File: src/rtl/hdc_pkg.sv
// Shared types for the hypervector prototype trainer: class labels,
// controller states and the default counter width.
// Optional build macro PROTO_AUTOCLEAR_EN adds the CLEAR state.
`ifndef HV_DIMENSION
`define HV_DIMENSION 8
`endif

package hdc_pkg;

  localparam int DEFAULT_CNT_WIDTH = 8;
  localparam int NUM_CLASSES       = 4;

  typedef enum logic [1:0] {
    CLS_V_PLUS = 2'd0,
    CLS_V_MIN  = 2'd1,
    CLS_A_HIGH = 2'd2,
    CLS_A_LOW  = 2'd3
  } class_e;

  typedef enum logic [1:0] {
    ST_TRAIN = 2'd0,
    ST_EMIT  = 2'd1
`ifdef PROTO_AUTOCLEAR_EN
    ,
    ST_CLEAR = 2'd2
`endif
  } state_e;

endpackage

File: src/rtl/prototype_trainer_if.sv
// Handshake bundle between the trainer and its producer/consumer.
// master drives samples, finalize requests and dout_ready; slave is the trainer.
interface prototype_trainer_if #(
  parameter int HV_DIM = `HV_DIMENSION
);
  logic              hvin_valid;
  logic              hvin_ready;
  logic [HV_DIM-1:0] hvin;
  logic              hvin_valence;
  logic              hvin_arousal;
  logic              finalize_valid;
  logic              finalize_ready;
  logic              dout_valid;
  logic              dout_ready;
  logic [1:0]        dout_class;
  logic [HV_DIM-1:0] dout_hv;
  logic              full;

  modport master (
    output hvin_valid, hvin, hvin_valence, hvin_arousal, finalize_valid, dout_ready,
    input  hvin_ready, finalize_ready, dout_valid, dout_class, dout_hv, full
  );

  modport slave (
    input  hvin_valid, hvin, hvin_valence, hvin_arousal, finalize_valid, dout_ready,
    output hvin_ready, finalize_ready, dout_valid, dout_class, dout_hv, full
  );
endinterface

File: src/rtl/proto_accumulator.sv
// One class's accumulator: a sample counter plus one ones-counter per bit,
// with a combinational majority vote producing the class prototype.
// Ones counters never overflow because each is bounded by the sample count,
// and the parent stops accepting samples once the count saturates.
module proto_accumulator
  import hdc_pkg::*;
#(
  parameter int HV_DIM    = `HV_DIMENSION,
  parameter int CNT_WIDTH = DEFAULT_CNT_WIDTH
) (
  input  logic              clk,
  input  logic              rst,
  input  logic              clr,
  input  logic              inc,
  input  logic [HV_DIM-1:0] hv,
  output logic              sat,
  output logic [HV_DIM-1:0] proto
);

  localparam logic [CNT_WIDTH-1:0] CNT_MAX = '1;

  logic [CNT_WIDTH-1:0] count;
  logic [CNT_WIDTH-1:0] ones [HV_DIM];

  // Count samples and per-bit ones; reset and clear both zero everything.
  always_ff @(posedge clk) begin
    if (!rst || clr) begin
      count <= '0;
      for (int i = 0; i < HV_DIM; i++) ones[i] <= '0;
    end else if (inc) begin
      count <= count + 1'b1;
      for (int i = 0; i < HV_DIM; i++) begin
        if (hv[i]) ones[i] <= ones[i] + 1'b1;
      end
    end
  end

  assign sat = (count == CNT_MAX);

  // Strict majority at CNT_WIDTH+1 bits; ties and empty classes give 0.
  always_comb begin
    proto = '0;
    for (int i = 0; i < HV_DIM; i++) begin
      proto[i] = ({ones[i], 1'b0} > {1'b0, count});
    end
  end

endmodule

File: src/rtl/prototype_trainer.sv
// Hypervector prototype trainer: accumulates labelled samples into four
// class accumulators and, on a finalize request, emits the four majority
// prototypes in class order over a valid/ready port.
// Build macro PROTO_AUTOCLEAR_EN: when defined, one CLEAR cycle after the
// last prototype zeroes all counters; otherwise counters are retained.
//
// state    | meaning
// ST_TRAIN | accepting samples and finalize requests
// ST_EMIT  | presenting prototypes 0..3, accumulators frozen
// ST_CLEAR | one cycle zeroing accumulators (PROTO_AUTOCLEAR_EN only)
module prototype_trainer
  import hdc_pkg::*;
#(
  parameter int HV_DIM    = `HV_DIMENSION,
  parameter int CNT_WIDTH = DEFAULT_CNT_WIDTH
) (
  input logic                clk,
  input logic                rst,
  prototype_trainer_if.slave bus
);

  state_e                  state;
  logic                    dout_valid_q;
  class_e                  dout_class_q;
  logic [HV_DIM-1:0]       dout_hv_q;

  logic                    full;
  logic                    clr;
  logic                    hvin_ready;
  logic                    finalize_ready;
  logic                    hvin_fire;
  logic                    fin_fire;
  logic                    dout_fire;
  logic [NUM_CLASSES-1:0]  inc;
  logic [NUM_CLASSES-1:0]  sat;
  logic [HV_DIM-1:0]       proto [NUM_CLASSES];
  logic [1:0]              next_cls;

  // A pending finalize wins over a sample in the same cycle.
  assign hvin_ready     = (state == ST_TRAIN) && !bus.finalize_valid && !full;
  assign finalize_ready = (state == ST_TRAIN);
  assign hvin_fire      = bus.hvin_valid && hvin_ready;
  assign fin_fire       = bus.finalize_valid && finalize_ready;
  assign dout_fire      = dout_valid_q && bus.dout_ready;
  assign full           = |sat;
  assign next_cls       = dout_class_q + 2'd1;

  // Each sample lands in one valence class and one arousal class.
  assign inc[CLS_V_PLUS] = hvin_fire && !bus.hvin_valence;
  assign inc[CLS_V_MIN]  = hvin_fire &&  bus.hvin_valence;
  assign inc[CLS_A_HIGH] = hvin_fire && !bus.hvin_arousal;
  assign inc[CLS_A_LOW]  = hvin_fire &&  bus.hvin_arousal;

`ifdef PROTO_AUTOCLEAR_EN
  assign clr = (state == ST_CLEAR);
`else
  assign clr = 1'b0;
`endif

  for (genvar g = 0; g < NUM_CLASSES; g++) begin : g_acc
    proto_accumulator #(
      .HV_DIM    (HV_DIM),
      .CNT_WIDTH (CNT_WIDTH)
    ) u_acc (
      .clk   (clk),
      .rst   (rst),
      .clr   (clr),
      .inc   (inc[g]),
      .hv    (bus.hvin),
      .sat   (sat[g]),
      .proto (proto[g])
    );
  end

  // Controller: registered output stage walks classes 0..3 on each dout fire.
  always_ff @(posedge clk) begin
    if (!rst) begin
      state        <= ST_TRAIN;
      dout_valid_q <= 1'b0;
      dout_class_q <= CLS_V_PLUS;
      dout_hv_q    <= '0;
    end else begin
      case (state)
        ST_TRAIN: begin
          if (fin_fire) begin
            state        <= ST_EMIT;
            dout_valid_q <= 1'b1;
            dout_class_q <= CLS_V_PLUS;
            dout_hv_q    <= proto[CLS_V_PLUS];
          end
        end
        ST_EMIT: begin
          if (dout_fire) begin
            if (dout_class_q == CLS_A_LOW) begin
              dout_valid_q <= 1'b0;
`ifdef PROTO_AUTOCLEAR_EN
              state        <= ST_CLEAR;
`else
              state        <= ST_TRAIN;
`endif
            end else begin
              dout_class_q <= class_e'(next_cls);
              dout_hv_q    <= proto[next_cls];
            end
          end
        end
`ifdef PROTO_AUTOCLEAR_EN
        ST_CLEAR: begin
          state <= ST_TRAIN;
        end
`endif
        default: begin
          state <= ST_TRAIN;
        end
      endcase
    end
  end

  assign bus.hvin_ready     = hvin_ready;
  assign bus.finalize_ready = finalize_ready;
  assign bus.dout_valid     = dout_valid_q;
  assign bus.dout_class     = dout_class_q;
  assign bus.dout_hv        = dout_hv_q;
  assign bus.full           = full;

endmodule

File: src/flat_wrapper.sv
// flat-port wrapper written by rule: the top's interface ports become plain ports
module prototype_trainer_flat import hdc_pkg::*;
#(
  parameter int HV_DIM    = `HV_DIMENSION,
  parameter int CNT_WIDTH = DEFAULT_CNT_WIDTH
)
  (clk, rst, bus_hvin_valid, bus_hvin, bus_hvin_valence, bus_hvin_arousal, bus_finalize_valid, bus_dout_ready, bus_hvin_ready, bus_finalize_ready, bus_dout_valid, bus_dout_class, bus_dout_hv, bus_full);
  prototype_trainer_if #(.HV_DIM(HV_DIM)) bus_i ();
  input logic clk;
  input logic rst;
  input wire logic [$bits(bus_i.hvin_valid)-1:0] bus_hvin_valid;
  input wire logic [$bits(bus_i.hvin)-1:0] bus_hvin;
  input wire logic [$bits(bus_i.hvin_valence)-1:0] bus_hvin_valence;
  input wire logic [$bits(bus_i.hvin_arousal)-1:0] bus_hvin_arousal;
  input wire logic [$bits(bus_i.finalize_valid)-1:0] bus_finalize_valid;
  input wire logic [$bits(bus_i.dout_ready)-1:0] bus_dout_ready;
  output wire logic [$bits(bus_i.hvin_ready)-1:0] bus_hvin_ready;
  output wire logic [$bits(bus_i.finalize_ready)-1:0] bus_finalize_ready;
  output wire logic [$bits(bus_i.dout_valid)-1:0] bus_dout_valid;
  output wire logic [$bits(bus_i.dout_class)-1:0] bus_dout_class;
  output wire logic [$bits(bus_i.dout_hv)-1:0] bus_dout_hv;
  output wire logic [$bits(bus_i.full)-1:0] bus_full;
  assign bus_i.hvin_valid = bus_hvin_valid;
  assign bus_i.hvin = bus_hvin;
  assign bus_i.hvin_valence = bus_hvin_valence;
  assign bus_i.hvin_arousal = bus_hvin_arousal;
  assign bus_i.finalize_valid = bus_finalize_valid;
  assign bus_i.dout_ready = bus_dout_ready;
  assign bus_hvin_ready = bus_i.hvin_ready;
  assign bus_finalize_ready = bus_i.finalize_ready;
  assign bus_dout_valid = bus_i.dout_valid;
  assign bus_dout_class = bus_i.dout_class;
  assign bus_dout_hv = bus_i.dout_hv;
  assign bus_full = bus_i.full;
  prototype_trainer #(.HV_DIM(HV_DIM), .CNT_WIDTH(CNT_WIDTH)) u_core (.clk(clk), .rst(rst), .bus(bus_i));
endmodule
File: config.mk
export PLATFORM = sky130hd
export DESIGN_NAME = prototype_trainer_flat
export DESIGN_NICKNAME = d
export VERILOG_FILES = /design/src/rtl/hdc_pkg.sv /design/src/rtl/prototype_trainer_if.sv /design/src/rtl/proto_accumulator.sv /design/src/rtl/prototype_trainer.sv /design/src/flat_wrapper.sv
export SDC_FILE = /design/constraint.sdc
export NUM_CORES = 1
export LEC_CHECK = 0
export ABC_AREA = 1
export BUFFER_PORTS_ARGS = -buffer_cell sky130_fd_sc_hd__buf_4
export CORE_MARGIN = 2
export CORE_UTILIZATION = 60
export DETAILED_ROUTE_END_ITERATION = 12
export PLACE_DENSITY = 0.78
export SYNTH_ARGS = -nofsm -noshare
export SYNTH_HDL_FRONTEND = slang
export SYNTH_SLANG_ARGS = --single-unit
File: constraint.sdc
create_clock -name clk -period 3.2 [get_ports clk]
set_clock_uncertainty 0.05 [all_clocks]
set_input_delay 0 -clock clk [delete_from_list [all_inputs] [get_ports clk]]
set_output_delay 0 -clock clk [all_outputs]
set_load 0.01 [all_outputs]
# == Word level (Yosys, flattened, before mapping) ==
# Memory sizes are Yosys's and may differ from the RTL's.
# Cells that the tools add are included.
# word_totals
output_inout_bits,14
input_bits,15
mem_count,4
ram_bits,256
regBits,45
wordCells,300
# classes
mux,156
magnitude_cmp,33
eq_ne,10
bitwise,33
n_addsub,37
n_reduce_logical,19
# memory_table
memory,words,width,rd,rd_ports_with_merged_regs,write_ports,line_no,source
u_core.g_acc[0].u_acc.ones,8,8,8,0,8,proto_accumulator.sv:23,logic [CNT_WIDTH-1:0] ones [HV_DIM];
u_core.g_acc[1].u_acc.ones,8,8,8,0,8,proto_accumulator.sv:23,
u_core.g_acc[2].u_acc.ones,8,8,8,0,8,proto_accumulator.sv:23,
u_core.g_acc[3].u_acc.ones,8,8,8,0,8,proto_accumulator.sv:23,
# ops
cell,n
two-way mux 8 bit,37
adder 8 x 1 -> 8 bit (second input constant),36
greater-than comparator 9 x 8 -> 1 bit,32
two-way mux 1 bit,108
== test 8 bit (second input constant),4
bitwise OR 1 bit,32
binary-select mux 8 bit (select 2 bit),1
one-hot mux 8 bit (2 select lines),1
two-way mux 2 bit,6
logical AND 1 bit,9
one-hot mux 2 bit (2 select lines),2
AND reduction 4 bit,2
zero test 1 bit,4
inequality test 2 x 1 -> 1 bit (second input constant),2
inequality test 2 bit (second input constant),2
OR reduction 4 bit,1
>= comparator 3 bit (second input constant),1
NOT 2 -> 3 bit,1
AND reduction 3 bit,1
adder 2 x 1 -> 2 bit (second input constant),1
== test 2 x 1 -> 1 bit (second input constant),1
== test 2 bit (second input constant),1
zero test 2 bit,1
one-hot mux 1 bit (2 select lines),1
nonzero test 2 bit,1

# == Logic depth before layout (Yosys ltp) ==
# depth
word_depth,10
depth_mapped,14
ltp_nobuf,14

# == Cells and area by module ==
# From an unflattened synthesis, not the netlist that was laid out.
# hier_totals
cells_unflattened,2769
area_unflattened_um2,21685.8
# modules_own_cells
mod,area_each_um2,n_inst,cells_each,seq_area_each_um2
proto_accumulator at u_core.g_acc[0].u_acc ...,5208.7,3,655,2082.0
proto_accumulator at u_core.g_acc[2].u_acc,5250.0,1,658,2082.0
prototype_trainer,809.5,1,146,220.2

# == Least setup slack after synthesis ==
# Ideal clock, no wire load.
# synth_timing
path_kind,register -> register
startpoint,register u_core.g_acc[1].u_acc.count[0]
endpoint,memory u_core.g_acc[0].u_acc.ones[0][0] (netlist name) (enable)
path_stages_with_launch,10
setup_ns,0.384
required_ns,2.766
setup_slack_ns,0.696
arrival_ns,2.070
synth_period_minus_slack_ns,2.504
n_path_buf,1
cell_sequence,dfxtp_1 ha_1 nand2_2 nor2_1 nand2_1 nand2_2 nor2_4 nand4_1 buf_4 o21ai_0
# synth_lines
item,line_no,source
start: declaration,proto_accumulator.sv:22,logic [CNT_WIDTH-1:0] count;
start signal: assignment,proto_accumulator.sv:31,count <= count + 1'b1;
end: declaration,proto_accumulator.sv:23,

# == Worst setup path in the final report ==
# layout_timing
startpoint,register u_core.g_acc[2].u_acc.count[0]
endpoint,register u_core.g_acc[0].u_acc.count[7]
# layout_between
elab_chain_cells,6
# layout_rtl
item,line_no,source
start: declaration,proto_accumulator.sv:22,
start signal: assignment,proto_accumulator.sv:31,
== test 8 bit,proto_accumulator.sv:38,assign sat = (count == CNT_MAX);
OR reduction 4 bit,prototype_trainer.sv:45,assign full = |sat;
zero test 1 bit,prototype_trainer.sv:40,assign hvin_ready = (state == ST_TRAIN) && !bus.finalize_valid && !full;
logical AND 1 bit,prototype_trainer.sv:40,
logical AND 1 bit,prototype_trainer.sv:42,assign hvin_fire = bus.hvin_valid && hvin_ready;
logical AND 1 bit,prototype_trainer.sv:49,assign inc[CLS_V_PLUS] = hvin_fire && !bus.hvin_valence;
end signal: assignment,proto_accumulator.sv:31,
end: declaration,proto_accumulator.sv:22,
# Every way passes these cells.
# A chain may end at the register's enable or synchronous reset.

==> out/metrics.cfg <==
[sta]
relSlewSlack_pct = 29.7
worst_pin_slew_ns = 1.05
rsz0062_at_grt = false
drv_slew = 0
post-route-period-util_pct = 85.3
finalHoldViolCount = 0
layout_setup_ws_ns = 0.469
setup_viol = 0
fmax_mhz = 366
fin_crit_ns = 2.73
setup-tns-final_ns = 0

[placed_design]
dp_hpwl_microns = 35600
place_congestion = 0.849
dpl_worst_slack_ns = 0.665
placed_area_sq_um = 21800
port_buffers = 28

[yosys]
syn_avg_cell_area_sq_um = 8.52
netlist_instances = 2446
yosys_register_bits = 299
synth-async-reset-ratio_pct = 0
yosysSeqAreaShare_pct = 41.0
ys_types = 37
syn_nets = 2722
ys_dominant_reg_cell = edfxtp_1
synth_area_sq_um = 20800
yosysWarningCount = 0
synth-edff-count = 256

[worst_setup_path]
cp.arrival_ns = 3.16
end_kind = flop
r2r_cells = 11
crit_fanout = 8
startpoint_type = flop
worstPathCellList = ha_1 -> nand2_1 -> nor2_1 -> nand4_1 -> nand2_1 -> nor2_4 -> nand3_4 -> nor2_4 -> dlygate4sd3_1 -> nand2_1 -> a21oi_1
rrSetupSlack_ns = 0.47
path_buf_inv = 1
worstPathRequired_ns = 3.63
rr_startpoint = u_core.g_acc[2].u_acc.count[0]
r2r_end = u_core.g_acc[0].u_acc.count[7]
path_delay_family = simple AND/OR/NAND/NOR gates
slowest_stage = dlygate4sd3_1
crit_type = flop to flop
crit_path_max_incr_delay_ns = 0.70
path_common_cell = nand2_1

[route]
avgViaCountPerCell = 5.61
drtIter0Drc = 1325
drt-total-wl_microns = 50700
via_count = 16929
drc = 0
wire_per_inst_microns = 16.8
drt_first_pass_iters = 5
route.antenna.remaining_nets = 0

[clock_tree]
cts_resized = 0
ctsRootBufferMaster = clkbuf_16
clock-sinks = 299
clock_latency_ns = 0.55
cts_tree = built
post-cts-setup-buffer-count = 0
cts_max_level = 2
cts_buffer_depth = 3
clk_pin_slew_ns = 0.06
cts-buffers-inserted = 36

[min_path]
min_from = rst
min_path_cells = 3
min_to = u_core.bus.dout_hv[2]
hold_class = primary input to flop

[status]
status = completed

[global_routing]
antenna_found_initial = 2
grt-ovfl-total = 0
grt_pass1_wl_microns = 81400
grtUsageTotal_pct = 28.2
grt_pass1_vias = 16526
grt_max_degree = 58

[power]
pwr-share-comb_pct = 11.9
cellLeakagePower_nw = 9.99
peakVddDrop_uv = 476
switching_share_pct = 26.0
power_density_nw_per_um2 = 433
p_seq_share_pct = 46.5
clkPwrFrac_pct = 41.6
p_int_mw = 7.40
p_switching_mw = 2.59

[floorplan]
pin_count = 29
core_sq_um = 34400
fp.dieH_microns = 190
die-area_sq_um = 36200
die_width_microns = 190
rows = 68
start_util_pct = 60.6

[cells_and_area]
drive_gt1_share_pct = 7.18
final_area_sq_um = 23100
mostFrequentLayoutCell = nand2_1
final_net_count = 2813
layout_common_cells = nand2_1, nor2_1, inv_1, ha_1, edfxtp_1
area_growth_pct = 10.8
post-route-util_pct = 67.2

[flow_run]
drv_cap = 0

[cells in the mapped netlist, types with 9 or more instances]
cell	number	area [sq um]
nor2_2	17	106
inv_1	276	1040
nand3_1	170	851
o21ai_0	72	360
nand2_1	516	1940
nand4_1	16	100
nand3b_1	17	128
nor3_1	36	180
edfxtp_1	256	7690
or2_2	19	119
clkbuf_1	19	71.3
ha_1	261	3270
nor2_1	341	1280
nor4_1	10	62.6
dfxtp_1	43	861
xor2_1	108	946
a31oi_1	12	75.1
nand3_4	9	158
a21oi_1	131	656
xnor2_1	60	526
[sequential cells by signal, summed over array words and instances, names as in the netlist]
name,flops
u_core.bus.dout_class,2
u_core.bus.dout_hv,8
u_core.g_acc.u_acc.count,32
u_core.bus.dout_valid,1
u_core.g_acc.u_acc.ones,256
[through the flow]
step | hold slack, ns | power, mW | std cells
5_1_grt | 0.0282 | 10.4 | 3019
3_3_place_gp | 0.186 | 5.80 | 2942
6_report | 0.0108 | 9.99 | 3019
4_1_cts | 0.00130 | 10.0 | 3018
3_5_place_dp | 0.182 | 5.87 | 2942
2_1_floorplan | 0.000692 | 5.47 | 2446
[kinds of logic after synthesis]
logic type      after synthesis  share of synthesized area [%]
simple gates               1176                           24.6
buf+inv                     313                           5.92
flops                       299                           41.0
fa+ha+maj                   261                           15.7
compound gates              229                           5.75
xor+xnor                    168                           7.06
[power groups by stage]
stage | clock [mW] | sequential (mW) | combinational, mW
floorplan | 0 | 4.67 | 0.800
global placement | 0 | 4.71 | 1.09
detailed placement | 0 | 4.72 | 1.15
CTS | 4.21 | 4.64 | 1.17
global route | 4.33 | 4.67 | 1.34
finish | 4.16 | 4.65 | 1.19
[layer usage]
metal | track usage [%] | up-vias | wire [microns]
li1 | - | 8345 | -
met1 | 36.0 | 7927 | 21200
met2 | 48.4 | 523 | 24100
met3 | 4.58 | 132 | 3600
met4 | 10.4 | 2 | 1800
met5 | 0 | - | 13
[timing repair]
action / 4_1_cts / 5_1_grt
hold buffers: 12 / 0
setup endpoints to repair: 0 / 0
hold endpoints to repair: 98 / 0
[final cells by class]
| cell class | instances | area [sq um] |
|---|---|---|
| timing repair buffer | 83 | 653 |
| inverter | 283 | 1060 |
| clock inverter | 16 | 166 |
| sequential | 299 | 8550 |
| multi-input combinational | 1834 | 11100 |
| tap | 455 | 569 |
| antenna | 1 | 2.50 |
| clock buffer | 48 | 1030 |
| fill | 2761 | 11300 |
[worst register-to-register path, cell delays in order (launching register included)]
cell and delay, ns:
dfxtp_1 0.35, ha_1 0.24, nand2_1 0.12, nor2_1 0.06, nand4_1 0.11, nand2_1 0.13, nor2_4 0.19, nand3_4 0.17
nor2_4 0.36, dlygate4sd3_1 0.70, nand2_1 0.08, a21oi_1 0.12
[worst max path at each step]
| stage | start | end | depth (start not counted) |
|---|---|---|---|
| 6_report | u_core.g_acc[2].u_acc.count[0] | u_core.g_acc[0].u_acc.count[7] | 11 |
| 5_1_grt | u_core.g_acc[2].u_acc.count[0] | u_core.g_acc[0].u_acc.count[7] | 11 |
| 4_1_cts | u_core.g_acc[2].u_acc.count[0] | u_core.g_acc[0].u_acc.count[7] | 11 |
| 3_5_place_dp | u_core.g_acc[2].u_acc.count[0] | u_core.g_acc[1].u_acc.ones[0][22] | 10 |
| 3_3_place_gp | u_core.g_acc[2].u_acc.count[0] | u_core.g_acc[2].u_acc.ones[0][15] | 10 |
| 2_1_floorplan | u_core.g_acc[1].u_acc.count[0] | u_core.g_acc[0].u_acc.ones[0][0] | 9 |
Note: power is estimated with default switching activity, not from simulation.
